$ cat config.mk
export PLATFORM = sky130hd
export DESIGN_NAME = shift_seq_flat
export DESIGN_NICKNAME = d
export VERILOG_FILES = /design/src/rtl/shift_pkg.sv /design/src/rtl/shift_seq_if.sv /design/src/rtl/shift_stage.sv /design/src/rtl/shift_seq.sv /design/src/flat_wrapper.sv
export SDC_FILE = /design/constraint.sdc
export NUM_CORES = 1
export LEC_CHECK = 0
export ABC_AREA = 1
export CAP_MARGIN = 20
export CORE_MARGIN = 4
export CORE_UTILIZATION = 35
export CTS_CLUSTER_DIAMETER = 60
export DETAILED_ROUTE_END_ITERATION = 6
export SLEW_MARGIN = 10
export SYNTH_ARGS = -nofsm -noshare
export SYNTH_HDL_FRONTEND = slang
export SYNTH_SLANG_ARGS = --single-unit
$ cat constraint.sdc
create_clock -name clk -period 3.4 [get_ports clk]
set_input_delay 0.68 -clock clk [delete_from_list [all_inputs] [get_ports clk]]
set_output_delay 0.68 -clock clk [all_outputs]
set_load 0.05 [all_outputs]
$ cat src/rtl/shift_pkg.sv
// Shared encodings for the multi-cycle shift sequencer.
package shift_pkg;

  typedef enum logic [1:0] {
    OP_SLL = 2'b00,
    OP_SRL = 2'b01,
    OP_RSV = 2'b10,
    OP_SRA = 2'b11
  } op_e;

  typedef enum logic [1:0] {
    IDLE  = 2'b00,
    SHIFT = 2'b01,
    DONE  = 2'b10
  } state_e;

endpackage

$ cat src/rtl/shift_seq_if.sv
// Request/response handshake bundle between issue logic and the shift sequencer.
interface shift_seq_if #(
  parameter int WIDTH = 32
);
  logic             req_valid;
  logic             req_ready;
  logic [1:0]       req_op;
  logic [WIDTH-1:0] req_a;
  logic [WIDTH-1:0] req_b;
  logic             rsp_valid;
  logic             rsp_ready;
  logic [WIDTH-1:0] rsp_result;
  logic             busy;

  modport master (
    output req_valid, req_op, req_a, req_b, rsp_ready,
    input  req_ready, rsp_valid, rsp_result, busy
  );

  modport slave (
    input  req_valid, req_op, req_a, req_b, rsp_ready,
    output req_ready, rsp_valid, rsp_result, busy
  );
endinterface

$ cat src/rtl/shift_stage.sv
// One conditional power-of-two shift stage: shifts acc by 2**step when enabled.
module shift_stage
  import shift_pkg::*;
#(
  parameter int WIDTH  = 32,
  parameter int STEP_W = 3
) (
  input  logic [WIDTH-1:0]  acc,
  input  op_e               op,
  input  logic [STEP_W-1:0] step,
  input  logic              enable,
  output logic [WIDTH-1:0]  result
);

  logic [31:0] dist_s;

  // Select the shifted or unchanged operand for this stage
  always_comb begin
    dist_s = 32'd1 << step;
    result = acc;
    if (enable) begin
      case (op)
        OP_SLL:  result = acc << dist_s;
        OP_SRL:  result = acc >> dist_s;
        OP_SRA:  result = $signed(acc) >>> dist_s;
        default: result = acc;
      endcase
    end else begin
      result = acc;
    end
  end

endmodule

$ cat src/rtl/shift_seq.sv
// Multi-cycle SLL/SRL/SRA sequencer: one power-of-two stage per cycle, LSB of
// the shift amount first, so every nonzero shift takes exactly SHAMT_W cycles.
module shift_seq
  import shift_pkg::*;
#(
  parameter int WIDTH   = 32,
  parameter int SHAMT_W = 5
) (
  input  logic      clk,
  input  logic      rst_n,
  shift_seq_if.slave bus
);

  localparam int STEP_W = (SHAMT_W > 1) ? $clog2(SHAMT_W) : 1;
  localparam logic [STEP_W-1:0] LAST_STEP = STEP_W'(SHAMT_W - 1);
  localparam logic [STEP_W-1:0] STEP_ONE  = STEP_W'(1);

  state_e             state_r;
  logic [STEP_W-1:0]  step_r;
  logic [WIDTH-1:0]   acc_r;
  logic [SHAMT_W-1:0] shamt_r;
  op_e                op_r;
  logic               rsp_valid_r;
  logic [WIDTH-1:0]   rsp_result_r;

  logic [WIDTH-1:0]   stage_out_s;
  logic [SHAMT_W-1:0] req_shamt_s;
  logic               unused_b_s;

  assign req_shamt_s = bus.req_b[SHAMT_W-1:0];
  assign unused_b_s  = ^bus.req_b[WIDTH-1:SHAMT_W];

  shift_stage #(
    .WIDTH  (WIDTH),
    .STEP_W (STEP_W)
  ) u_stage (
    .acc    (acc_r),
    .op     (op_r),
    .step   (step_r),
    .enable (shamt_r[step_r]),
    .result (stage_out_s)
  );

  // Sequencer FSM, step counter and registered response
  always_ff @(posedge clk or negedge rst_n) begin
    if (!rst_n) begin
      state_r      <= IDLE;
      step_r       <= {STEP_W{1'b0}};
      acc_r        <= {WIDTH{1'b0}};
      shamt_r      <= {SHAMT_W{1'b0}};
      op_r         <= OP_SLL;
      rsp_valid_r  <= 1'b0;
      rsp_result_r <= {WIDTH{1'b0}};
    end else begin
      case (state_r)
        IDLE: begin
          if (bus.req_valid) begin
            acc_r   <= bus.req_a;
            shamt_r <= req_shamt_s;
            op_r    <= op_e'(bus.req_op);
            step_r  <= {STEP_W{1'b0}};
            // A zero shift needs no stages; publish the operand directly
            if (req_shamt_s == {SHAMT_W{1'b0}}) begin
              state_r      <= DONE;
              rsp_valid_r  <= 1'b1;
              rsp_result_r <= bus.req_a;
            end else begin
              state_r <= SHIFT;
            end
          end else begin
            state_r <= IDLE;
          end
        end
        SHIFT: begin
          acc_r <= stage_out_s;
          if (step_r == LAST_STEP) begin
            state_r      <= DONE;
            step_r       <= {STEP_W{1'b0}};
            rsp_valid_r  <= 1'b1;
            rsp_result_r <= stage_out_s;
          end else begin
            step_r <= step_r + STEP_ONE;
          end
        end
        DONE: begin
          if (bus.rsp_ready) begin
            state_r     <= IDLE;
            rsp_valid_r <= 1'b0;
          end else begin
            state_r <= DONE;
          end
        end
        default: begin
          state_r     <= IDLE;
          rsp_valid_r <= 1'b0;
        end
      endcase
    end
  end

  assign bus.req_ready  = (state_r == IDLE);
  assign bus.busy       = (state_r != IDLE);
  assign bus.rsp_valid  = rsp_valid_r;
  assign bus.rsp_result = rsp_result_r;

endmodule

$ cat src/flat_wrapper.sv
// flat-port wrapper written by rule: the top's interface ports become plain ports
module shift_seq_flat import shift_pkg::*;
#(
  parameter int WIDTH   = 32,
  parameter int SHAMT_W = 5
)
  (clk, rst_n, bus_req_valid, bus_req_op, bus_req_a, bus_req_b, bus_rsp_ready, bus_req_ready, bus_rsp_valid, bus_rsp_result, bus_busy);
  shift_seq_if #(.WIDTH(WIDTH)) bus_i ();
  input  logic clk;
  input  logic rst_n;
  input wire logic [$bits(bus_i.req_valid)-1:0] bus_req_valid;
  input wire logic [$bits(bus_i.req_op)-1:0] bus_req_op;
  input wire logic [$bits(bus_i.req_a)-1:0] bus_req_a;
  input wire logic [$bits(bus_i.req_b)-1:0] bus_req_b;
  input wire logic [$bits(bus_i.rsp_ready)-1:0] bus_rsp_ready;
  output wire logic [$bits(bus_i.req_ready)-1:0] bus_req_ready;
  output wire logic [$bits(bus_i.rsp_valid)-1:0] bus_rsp_valid;
  output wire logic [$bits(bus_i.rsp_result)-1:0] bus_rsp_result;
  output wire logic [$bits(bus_i.busy)-1:0] bus_busy;
  assign bus_i.req_valid = bus_req_valid;
  assign bus_i.req_op = bus_req_op;
  assign bus_i.req_a = bus_req_a;
  assign bus_i.req_b = bus_req_b;
  assign bus_i.rsp_ready = bus_rsp_ready;
  assign bus_req_ready = bus_i.req_ready;
  assign bus_rsp_valid = bus_i.rsp_valid;
  assign bus_rsp_result = bus_i.rsp_result;
  assign bus_busy = bus_i.busy;
  shift_seq #(.WIDTH(WIDTH), .SHAMT_W(SHAMT_W)) u_core (.clk(clk), .rst_n(rst_n), .bus(bus_i));
endmodule
==> flow_metrics.tcl <==
set metrics [dict create \
    syn_area_mm2 0.008489 \
    crit_top_cell "nand2_1" \
    setup_tns_ns 0 \
    rr_worst_depth 20 \
    synth_mux_area_share_pct 0 \
    synth_compound_area_share_pct 7.325 \
    cts_tree "built" \
    ioPinCount 105 \
    postCtsResizedCells 0 \
    slew_headroom_pct 53.05 \
    min_period_ns 3.106 \
    place_congestion 0.9973 \
    start_util_pct 35.85 \
    r2r-end "u_core.bus.rsp_result[4]" \
    synth_cell_type_count 40 \
    fin_crit_sh_pct 91.34 \
    cts_buffers 9 \
    area_growth_pct 16.60 \
    syn_nets 1618 \
    fin_ws_ns 0.2943 \
    mostFrequentLayoutCells "nand2_1, nand3_1, dfrtp_1, inv_1, clkdlybuf4s50_1" \
    core_area_mm2 0.02368 \
    antenna_found_initial 0 \
    cts_hold_buf 0 \
    status "completed" \
    seq_area_frac_synth_pct 22.70 \
    drcViolationCount 0 \
    critPathRequiredTime_ns 3.64 \
    path_class "reg2reg" \
    worstPathCellList "inv_1 > ha_1 > inv_1 > nor2_2 > buf_4 > nand2_1 > nand3_1 > nand2_1 > nand2_1 > nand3_1 > nand2_1 > nand2_1 > nand3_1 > nand2_1 > nand2_1 > nand2_1 > nand2_1 > nand2_1 > nand2_1 > nand2_1" \
    synth.avg_cell_area_um2 5.502 \
    synth-xor-area-share_pct 0 \
    die-area_mm2 0.02681 \
    tightest_slew_ns 0.7043 \
    ys_ff_latch 77 \
    overflow 0 \
    wirelength_mm 36.86 \
    clk_pin_slew_ns 0.07 \
    ys.warnings.count 0 \
    max_freq_ghz 0.3220 \
    slowest_delay_ns 0.41 \
    dieWidth_um 163.7 \
    grt_pass1_vias 9923 \
    crit_path_top_delay_cell "dfrtp_1" \
    layout.nets 1664 \
    io_buffers 77 \
    crit_path_end "u_core.bus.rsp_result[4]" \
    grt_max_degree 78 \
    drt_iter0_markers 1295 \
    drive_gt1_share_pct 6.524 \
    regToRegStartpoint "u_core.step_r[0]" \
    clk_latency_ns 0.35 \
    endpoint_kind "flop" \
    r2r_setup_slack_ns 0.29 \
    synth_cells 1543 \
    skew_ns 0.009523 \
    root_buffer "clkbuf_16" \
    vias_per_cell 5.550 \
    post-place-ws_ns 0.3624 \
    min_path_type "in2async" \
    rsz0062_at_grt "false" \
    clockBufferDepth 2 \
    synth_edf_count 0 \
    crit_fanout 18 \
    setup_viol 0 \
    grt_usage_pct 27.46 \
    start_kind "flop" \
    cts_setup_buffers 0 \
    critPathArrivalTime_ns 3.35 \
    antenna_cells 0 \
    detail_route.wl_per_cell_um 19.27 \
    vias 10620 \
    cts.htree.levels 3 \
    die_h_um 163.7 \
    placementRows 56 \
    synthSimpleGateAreaFrac_pct 59.23 \
    synthFlopType "dfrtp_1" \
    drv_cap 0 \
    clock_sinks 77 \
    synthAdderAreaFrac_pct 0.7369 \
    maxSlewViolCount 0 \
    setup.worst_path.start "u_core.step_r[0]" \
    async_flop_share_pct 100.0 \
    place_hpwl_mm 28.43 \
    final_common_cell "nand2_1" \
    synth_top_family_by_area "simple AND/OR/NAND/NOR gates" \
    grt_pass1_wl_mm 57.77 \
    ant_nets 0 \
    hold_viol_final 0 \
    drt_first_pass_iters 5 \
]
==> synthesized netlist by cell type, types with 2 or more instances <==
cell type	number	share of area [%]
nand2_1	761	34
nand3_1	313	18
dfrtp_1	77	23
inv_1	76	3.4
a21oi_1	48	2.8
nor2_1	45	2.0
buf_2	31	1.8
clkbuf_1	31	1.4
nand4_1	25	1.8
o21ai_1	25	1.5
o21ai_0	21	1.2
nand3_2	15	1.8
buf_1	11	0.49
buf_6	11	1.5
o211ai_1	7	0.62
ha_1	5	0.74
buf_4	4	0.35
inv_2	4	0.18
nand2_2	4	0.29
buf_8	3	0.53
clkinv_1	3	0.13
a31oi_1	2	0.15
nand2_8	2	0.47
nor3_1	2	0.12
o2111ai_1	2	0.21
==> final cells by class <==
class	count	area, µm²
repair buffers	127	1226
fillers	2754	13780
inverters	84	317.8
clock buffers	9	225.2
multi-input cells	1290	5723
well taps	319	399.1
flip-flops and latches	77	1927
clock inverters	7	80.08
==> per-layer routing <==
metal  wire, µm  up-vias  global-route usage [%]
li1           -     5109                       -
met1      16840     4969                   40.69
met3       3253       65                   4.115
met4        946        0                   6.672
met5          0        -                       0
met2      15820      475                   41.94
==> worst min-delay path by stage <==
stage	to	depth (start not counted)	startpoint
CTS	u_core.bus.rsp_result[5]	2	u_core.bus.rsp_result[5]
finish	u_core.bus.rsp_result[8]	1	rst_n
global placement	u_core.bus.rsp_result[8]	2	u_core.bus.rsp_result[8]
detailed placement	u_core.bus.rsp_result[14]	2	u_core.bus.rsp_result[14]
global route	u_core.bus.rsp_result[8]	1	rst_n
floorplan	u_core.acc_r[0]	0	rst_n
==> state kept, by name (all words and copies together), names as in the netlist <==
register               flops
u_core.step_r              3
u_core.bus.rsp_result     32
u_core.op_r                2
u_core.state_r             2
u_core.shamt_r             5
u_core.acc_r              32
u_core.bus.rsp_valid       1
==> logic make-up after synthesis <==
group           count (synthesis)
buf+inv                       176
compound gates                112
flops                          77
fa+ha+maj                       5
simple gates                 1173
==> through the flow <==
stage / hold WS [ns] / instance area [µm²] / std cells / utilization [%]
floorplan: 0.3844 / 8489 / 1543 / -
global placement: 0.4665 / 9565 / 1896 / 40.39
detailed placement: 0.4638 / 9565 / 1896 / 40.39
CTS: 0.4841 / 9871 / 1912 / 41.68
global route: 0.2279 / 9898 / 1913 / 41.80
finish: 0.2075 / 9898 / 1913 / 41.80
==> critical path: cells and delay by family (launching register included) <==
| family | cells | cell delay (ns) |
|---|---|---|
| AND/OR/NAND/NOR | 16 | 1.65 |
| buffers and inverters | 3 | 0.56 |
| flip-flops | 1 | 0.41 |
| adder cells (fa/ha/maj) | 1 | 0.37 |
Power is left out: the tool's default activity adds up to more than one toggle a clock period on the data nets, which glitch-free logic cannot reach.
